File: src/rtl/blockram_arbiter.sv
`default_nettype none
// ============================================================================
//  Module   : blockram_arbiter
//  Purpose  : Shares the single read port of a blockram between CLIENTS
//             requesters (round-robin), passes one write client through, and
//             contains a clear sequencer that zeroes every address.
//  Revision : 1.0 - initial release
// ============================================================================
module blockram_arbiter #(
    parameter int WIDTH   = 0,
    parameter int DEPTH   = 1,
    parameter int CLIENTS = 2
) (
    input  logic                          clk,
    input  logic                          rst_n,
    input  logic [CLIENTS-1:0]            rd_req,
    input  logic [CLIENTS*(12+DEPTH)-1:0] rd_addr,
    output logic [CLIENTS-1:0]            rd_gnt,
    output logic [CLIENTS-1:0]            rd_valid,
    output logic [(8<<WIDTH)-1:0]         rd_data,
    input  logic                          wr_req,
    input  logic [(12+DEPTH)-1:0]         wr_addr,
    input  logic [(8<<WIDTH)-1:0]         wr_data,
    output logic                          wr_gnt,
    input  logic                          clr_start,
    output logic                          busy,
    output logic [(12+DEPTH)-1:0]         ram_raddr,
    input  logic [(8<<WIDTH)-1:0]         ram_rval,
    output logic [(12+DEPTH)-1:0]         ram_waddr,
    output logic [(8<<WIDTH)-1:0]         ram_wval,
    output logic                          ram_wenable
);

    localparam int C_AW = 12 + DEPTH;
    localparam int C_PW = (CLIENTS > 1) ? $clog2(CLIENTS) : 1;

    localparam logic [C_AW-1:0] C_CNT_LAST = {C_AW{1'b1}};

    localparam logic [0:0] C_ST_IDLE  = 1'b0;
    localparam logic [0:0] C_ST_CLEAR = 1'b1;

    logic [0:0]         r_state;
    logic [C_AW-1:0]    r_cnt;
    logic [C_PW-1:0]    r_ptr;
    logic [CLIENTS-1:0] r_valid;
    logic [C_AW-1:0]    r_last_addr;

    logic               w_found;
    logic [C_PW-1:0]    w_gnt_idx;
    logic [C_PW-1:0]    w_cand_idx;
    int                 w_cand;
    logic               w_any;
    logic [C_AW-1:0]    w_sel_addr;

    assign busy = (r_state == C_ST_CLEAR);

    // Round-robin search: first requester upward from the pointer + 1, wrapping.
    always_comb begin
        w_found    = 1'b0;
        w_gnt_idx  = r_ptr;
        w_cand     = 0;
        w_cand_idx = '0;
        for (int k = 1; k <= CLIENTS; k++) begin
            w_cand     = (int'(r_ptr) + k) % CLIENTS;
            w_cand_idx = C_PW'(w_cand);
            if (!w_found && rd_req[w_cand_idx]) begin
                w_found   = 1'b1;
                w_gnt_idx = w_cand_idx;
            end
        end
    end

    // Grants are suppressed during reset and while the clear owns the RAM.
    assign w_any      = w_found & rst_n & ~busy;
    assign w_sel_addr = rd_addr[w_gnt_idx*C_AW +: C_AW];

    // One-hot grant vector from the winning index.
    always_comb begin
        rd_gnt = '0;
        if (w_any) begin
            rd_gnt[w_gnt_idx] = 1'b1;
        end
    end

    // With no grant the read address parks on the last granted address.
    assign ram_raddr = w_any ? w_sel_addr : r_last_addr;
    assign rd_data   = ram_rval;
    assign rd_valid  = r_valid;

    // Arbitration state and the one-cycle read-return tag.
    always_ff @(posedge clk) begin
        if (!rst_n) begin
            r_ptr       <= C_PW'(CLIENTS - 1);
            r_last_addr <= '0;
            r_valid     <= '0;
        end else begin
            r_valid <= rd_gnt;
            if (w_any) begin
                r_ptr       <= w_gnt_idx;
                r_last_addr <= w_sel_addr;
            end
        end
    end

    // Clear sequencer: sweeps 0 .. 2^AW-1 once; clr_start while busy is ignored.
    always_ff @(posedge clk) begin
        if (!rst_n) begin
            r_state <= C_ST_IDLE;
            r_cnt   <= '0;
        end else begin
            case (r_state)
                C_ST_IDLE: begin
                    if (clr_start) begin
                        r_state <= C_ST_CLEAR;
                        r_cnt   <= '0;
                    end
                end
                C_ST_CLEAR: begin
                    r_cnt <= r_cnt + 1'b1;
                    if (r_cnt == C_CNT_LAST) begin
                        r_state <= C_ST_IDLE;
                    end
                end
                default: r_state <= C_ST_IDLE;
            endcase
        end
    end

    assign wr_gnt = wr_req & ~busy & rst_n;

    // Write port: the clear sequencer owns it while busy, else the write client.
    always_comb begin
        ram_wenable = wr_gnt;
        ram_waddr   = wr_addr;
        ram_wval    = wr_data;
        if (busy) begin
            ram_wenable = rst_n;
            ram_waddr   = r_cnt;
            ram_wval    = '0;
        end
    end

endmodule
`default_nettype wire

File: config.mk
export PLATFORM = sky130hd
export DESIGN_NAME = blockram_arbiter
export DESIGN_NICKNAME = d
export VERILOG_FILES = /design/src/rtl/blockram_arbiter.sv
export SDC_FILE = /design/constraint.sdc
export NUM_CORES = 1
export LEC_CHECK = 0
export BUFFER_PORTS_ARGS = -buffer_cell sky130_fd_sc_hd__buf_2
export CORE_MARGIN = 2
export CORE_UTILIZATION = 44
export CTS_BUF_LIST = sky130_fd_sc_hd__clkbuf_4 sky130_fd_sc_hd__clkbuf_8
export CTS_CLUSTER_SIZE = 14
export DETAILED_ROUTE_END_ITERATION = 8
export GPL_TIMING_DRIVEN = 0
export HOLD_SLACK_MARGIN = 0.08
export PLACE_DENSITY = 0.84
export SETUP_SLACK_MARGIN = 0.05
export SYNTH_ARGS = -nofsm -noshare
export SYNTH_HDL_FRONTEND = slang
export SYNTH_SLANG_ARGS = --single-unit
File: constraint.sdc
create_clock -name clk -period 1.75 [get_ports clk]
set_input_delay 0.175 -clock clk [delete_from_list [all_inputs] [get_ports clk]]
set_output_delay 0.175 -clock clk [all_outputs]
set_load 0.02 [all_outputs]
==> metrics.log <==
[metrics] outcome: complete, but fails checks
[metrics] violations in the final reports: setup timing
[metrics] Iter 0 DRT Violations: 69
[metrics] number of enable-type register cells in the synthesized netlist: 0
[metrics] clock sink total: 30
[metrics] total length of routed wires: 6051 µm
[metrics] overall overflow remaining after global route: 0
[metrics] worst IR drop on VDD: 0.0004111 V
[metrics] maximum cell stage delay along the critical path: around 0.37 ns
[metrics] gate count after technology mapping: 202
[metrics] RSZ-0062 raised after global routing: yes
[metrics] Mapped Avg Cell Area: between 8 and 9 µm²
[metrics] clock input transition at the sequential cells of the worst setup and hold paths: ~0.06 ns
[metrics] hold path depth: 2
[metrics] share of async-settable or async-resettable flops after synthesis: 0%
[metrics] antenna violations before repair: 0
[metrics] dominant cell type by area after synthesis: sky130_fd_sc_hd__dfxtp_1
[metrics] critical path class: reg -> out
[metrics] wire length of the first global-routing pass: 7845 µm
[metrics] number of vias per cell after detailed routing: 5.476
[metrics] leakage: approximately 0.0013 µW
[metrics] weighted congestion at the end of routability-driven global placement: roughly 0.85
[metrics] worst min-delay path class: in -> reg
[metrics] Detail Route Antenna Nets: 0
[metrics] Post-DP Area: 2364 µm²
[metrics] DIE HEIGHT: between 60 and 70 µm
[metrics] area overhead of the layout relative to synthesis: 65.16%
[metrics] highest-delay cell along the critical path: sky130_fd_sc_hd__dfxtp_4
[metrics] simple logic cell fraction of the synthesized area: 19.44%
[metrics] total CTS buffers: 5
[metrics] data required time of the worst path: 1.57 ns
[metrics] r2r endpoint: r_cnt[8]
[metrics] final cell area excluding filler cells: 2965 µm²
[metrics] yosys warns: 0
[metrics] synthesized-area fraction occupied by ao, oa, aoi and oai cells: 21.81%
[metrics] leading post-synthesis cells by cell area: sky130_fd_sc_hd__dfxtp_1 (33%), sky130_fd_sc_hd__mux2i_1 (7.8%), sky130_fd_sc_hd__mux2_2 (6.9%)
[metrics] clock latency at the later pin of the worst-skew pair: roughly 0.29 ns
[metrics] worst path setup slack after routing: -0.1451 ns
[metrics] relative slew slack: between 60% and 70%
[metrics] top cell type's share of synthesized area: approximately 33%
[metrics] sequential element share of the synthesized area: 33.45%
[metrics] number of synthesized register bits: 30
[metrics] Power per Cell Area: around 710 nW/µm²
[metrics] via count of the first global-routing pass: about 1800
[metrics] router iterations before antenna repair: 4
[metrics] summed negative setup slack over all endpoints: -1.007 ns
[metrics] most instantiated library cell after synthesis: sky130_fd_sc_hd__dfxtp_1
[metrics] total global-route track usage: 22.47%
[metrics] area of the core: 3971 µm²
[metrics] area enclosed by the die boundary: 4608 µm²
[metrics] dominant synthesized flop cell: sky130_fd_sc_hd__dfxtp_1
[metrics] placed wire-length estimate: 3551 µm
[metrics] pin count of the biggest net entering global routing: 11
[metrics] Synth Area in Adders: 0.6969%
[metrics] # port buffers: 101
[metrics] R2R cell count: 5
[metrics] critical path startpoint category: flop
[metrics] DR DRC count: 0
[metrics] Finish-stage setup viols: 14
[metrics] dominant combinational cell family by area after synthesis: compound AO/OA/AOI/OAI gates
[metrics] multiplexer fraction of the synthesized cell area: around 16%
[metrics] endpoint class of the critical path: primary output
[metrics] Worst Hold End: r_ptr
[metrics] clock tree skew after final layout: 0.007541 ns
[metrics] worst min-delay path startpoint: rst_n
[metrics] Via Count: 2081
[metrics] minimum hold slack: 0.1689 ns
[metrics] Max Cap Violations: 0
[metrics] effective utilization at floorplan: 45.21%
[metrics] cell area after technology mapping: 1795 µm²
[metrics] hold buffers post-CTS: 0
[metrics] H-tree levels: 2
[metrics] syn nets: about 260
[metrics] CP Data Arrival Time: 1.72 ns
[metrics] diode count: 0
[metrics] Peak Freq: 527.7 MHz
[metrics] transition time at the pin with the least slew margin: 0.5799 ns
[metrics] Final nets: ~390
[metrics] setup slack on the worst flop-to-flop path: around 0.16 ns
[metrics] critical path's top delay family: multiplexers
[metrics] I/O pins: 110
[metrics] CTS tree: built
[metrics] Bufs and invs on worst path: 2
[metrics] Critical Path, Cell by Cell: mux2i_4 -> buf_12 -> mux2i_2 -> a21oi_1 -> buf_2
[metrics] final slew viol count: 0
[metrics] root buffer selected by CTS: sky130_fd_sc_hd__clkbuf_8
[metrics] Final Cycle Share: 108.3%
[metrics] largest fanout on the critical path: 7
[metrics] Placement Setup Slack: -0.1065 ns
[metrics] routed length per instance: between 15 and 20 µm
[metrics] startpoint of the lowest-slack register-to-register path: r_cnt[0]
[metrics] xor and xnor area share after synthesis: 0%
[metrics] horizontal extent of the die: 67.88 µm
[metrics] Row Count: 23
[metrics] fraction of layout cells with a size suffix above 1: 62.12%
[metrics] Post-synth top cells: sky130_fd_sc_hd__dfxtp_1 (30), sky130_fd_sc_hd__nor2_1 (21), sky130_fd_sc_hd__a21oi_1 (19), sky130_fd_sc_hd__mux2i_1 (14), sky130_fd_sc_hd__mux2_2 (11)
[metrics] final hold viol count: 0
[metrics] number of distinct library cells after synthesis: 46
[metrics] final critical-path required period: 1.895 ns
[metrics] maximum clock path buffer count: 2
[layout make-up]
cell class / count / area [µm²]
buffer: 20 / 178.9
clock buffer: 7 / 90.09
clock inverter: 1 / 5.005
fill: 268 / 1006
inverter: 7 / 26.28
multi-input combinational: 145 / 1249
sequential: 30 / 608.1
tap: 50 / 62.56
timing repair buffer: 120 / 745.7
[metal layers]
metal	track usage (%)	vias up	part of all wire (%)
li1	-	985	-
met1	24.80	971	38
met2	43.14	113	54
met3	4.934	12	6.9
met4	5.750	0	1.2
met5	0	-	0
[stage by stage]
step                      util [%]  total power [µW]  cells
after global routing         74.67              2177    380
after global placement       59.51              1269    353
after CTS                    69.06              1991    372
after floorplan                  -              1096    202
final                        74.67              2100    380
after detailed placement     59.51              1281    353
[flip-flops by register name, summed over array words and instances (netlist names)]
name,count
r_cnt,13
busy,1
r_ptr,1
rd_valid,2
r_last_addr,13
[power by group]
group | switching [µW] | total [µW] | leakage, µW | internal [µW]
Sequential | 18.5 | 733 | 0.000246 | 715
Clock | 268 | 600 | 0.0000517 | 332
Combinational | 396 | 767 | 0.000992 | 372
Total | 682 | 2100 | 0.00129 | 1420
[worst max-delay path by stage]
stage	start	end	slack (ns)	depth (start not counted)
global route	r_ptr	ram_raddr[3]	-0.19	5
detailed placement	r_ptr	ram_raddr[10]	-0.11	5
CTS	r_ptr	ram_raddr[0]	-0.07	5
floorplan	busy	ram_raddr[10]	0.09	5
global placement	r_ptr	ram_raddr[10]	-0.07	5
finish	r_ptr	ram_raddr[3]	-0.15	5
[logic make-up after synthesis]
| family | count (synthesis) |
|---|---|
| and+or+nand+nor | 63 |
| AOI/OAI and AO/OA | 55 |
| adders and majority gates | 1 |
| muxes | 26 |
| buffers and inverters | 27 |
| DFF | 30 |
[cells in the final DEF, fill, tap and decap left out, types with 2 or more instances in the layout]
cell type,count
sky130_fd_sc_hd__buf_2,90
sky130_fd_sc_hd__buf_4,29
sky130_fd_sc_hd__dfxtp_1,28
sky130_fd_sc_hd__nor2_1,15
sky130_fd_sc_hd__buf_6,12
sky130_fd_sc_hd__mux2i_4,12
sky130_fd_sc_hd__mux2_2,11
sky130_fd_sc_hd__a21oi_1,10
sky130_fd_sc_hd__a21oi_2,9
sky130_fd_sc_hd__nor2b_1,8
sky130_fd_sc_hd__a211oi_1,8
sky130_fd_sc_hd__clkbuf_8,7
sky130_fd_sc_hd__o21ai_0,7
sky130_fd_sc_hd__inv_1,6
sky130_fd_sc_hd__nor2_2,6
sky130_fd_sc_hd__a211oi_2,6
sky130_fd_sc_hd__nand2_1,5
sky130_fd_sc_hd__nand4_1,4
sky130_fd_sc_hd__nand3_1,4
sky130_fd_sc_hd__buf_12,2
sky130_fd_sc_hd__buf_8,2
sky130_fd_sc_hd__mux2i_2,2
sky130_fd_sc_hd__and2_1,2
sky130_fd_sc_hd__clkbuf_1,2
sky130_fd_sc_hd__and2b_2,2
sky130_fd_sc_hd__a31oi_1,2
sky130_fd_sc_hd__or4_4,2
sky130_fd_sc_hd__o31ai_2,2
sky130_fd_sc_hd__o31ai_1,2
sky130_fd_sc_hd__nor3_1,2
sky130_fd_sc_hd__nand3b_1,2
sky130_fd_sc_hd__o211ai_1,2
sky130_fd_sc_hd__dfxtp_4,2
[repair_timing]
item | CTS | global route
buffers inserted | 11 | 7
endpoints found under the setup margin | 30 | 21
cloned | 0 | 1
pin swaps | 3 | 7
gates resized for setup | 51 | 36
[worst register-to-register path, stage by stage (launching register included)]
cell and delay, ns:
sky130_fd_sc_hd__dfxtp_1 0.45, sky130_fd_sc_hd__ha_1 0.28, sky130_fd_sc_hd__nand3_4 0.16, sky130_fd_sc_hd__o31a_1 0.31, sky130_fd_sc_hd__o21ai_0 0.16, sky130_fd_sc_hd__a21oi_1 0.08
(Power assumes the default switching activity.)
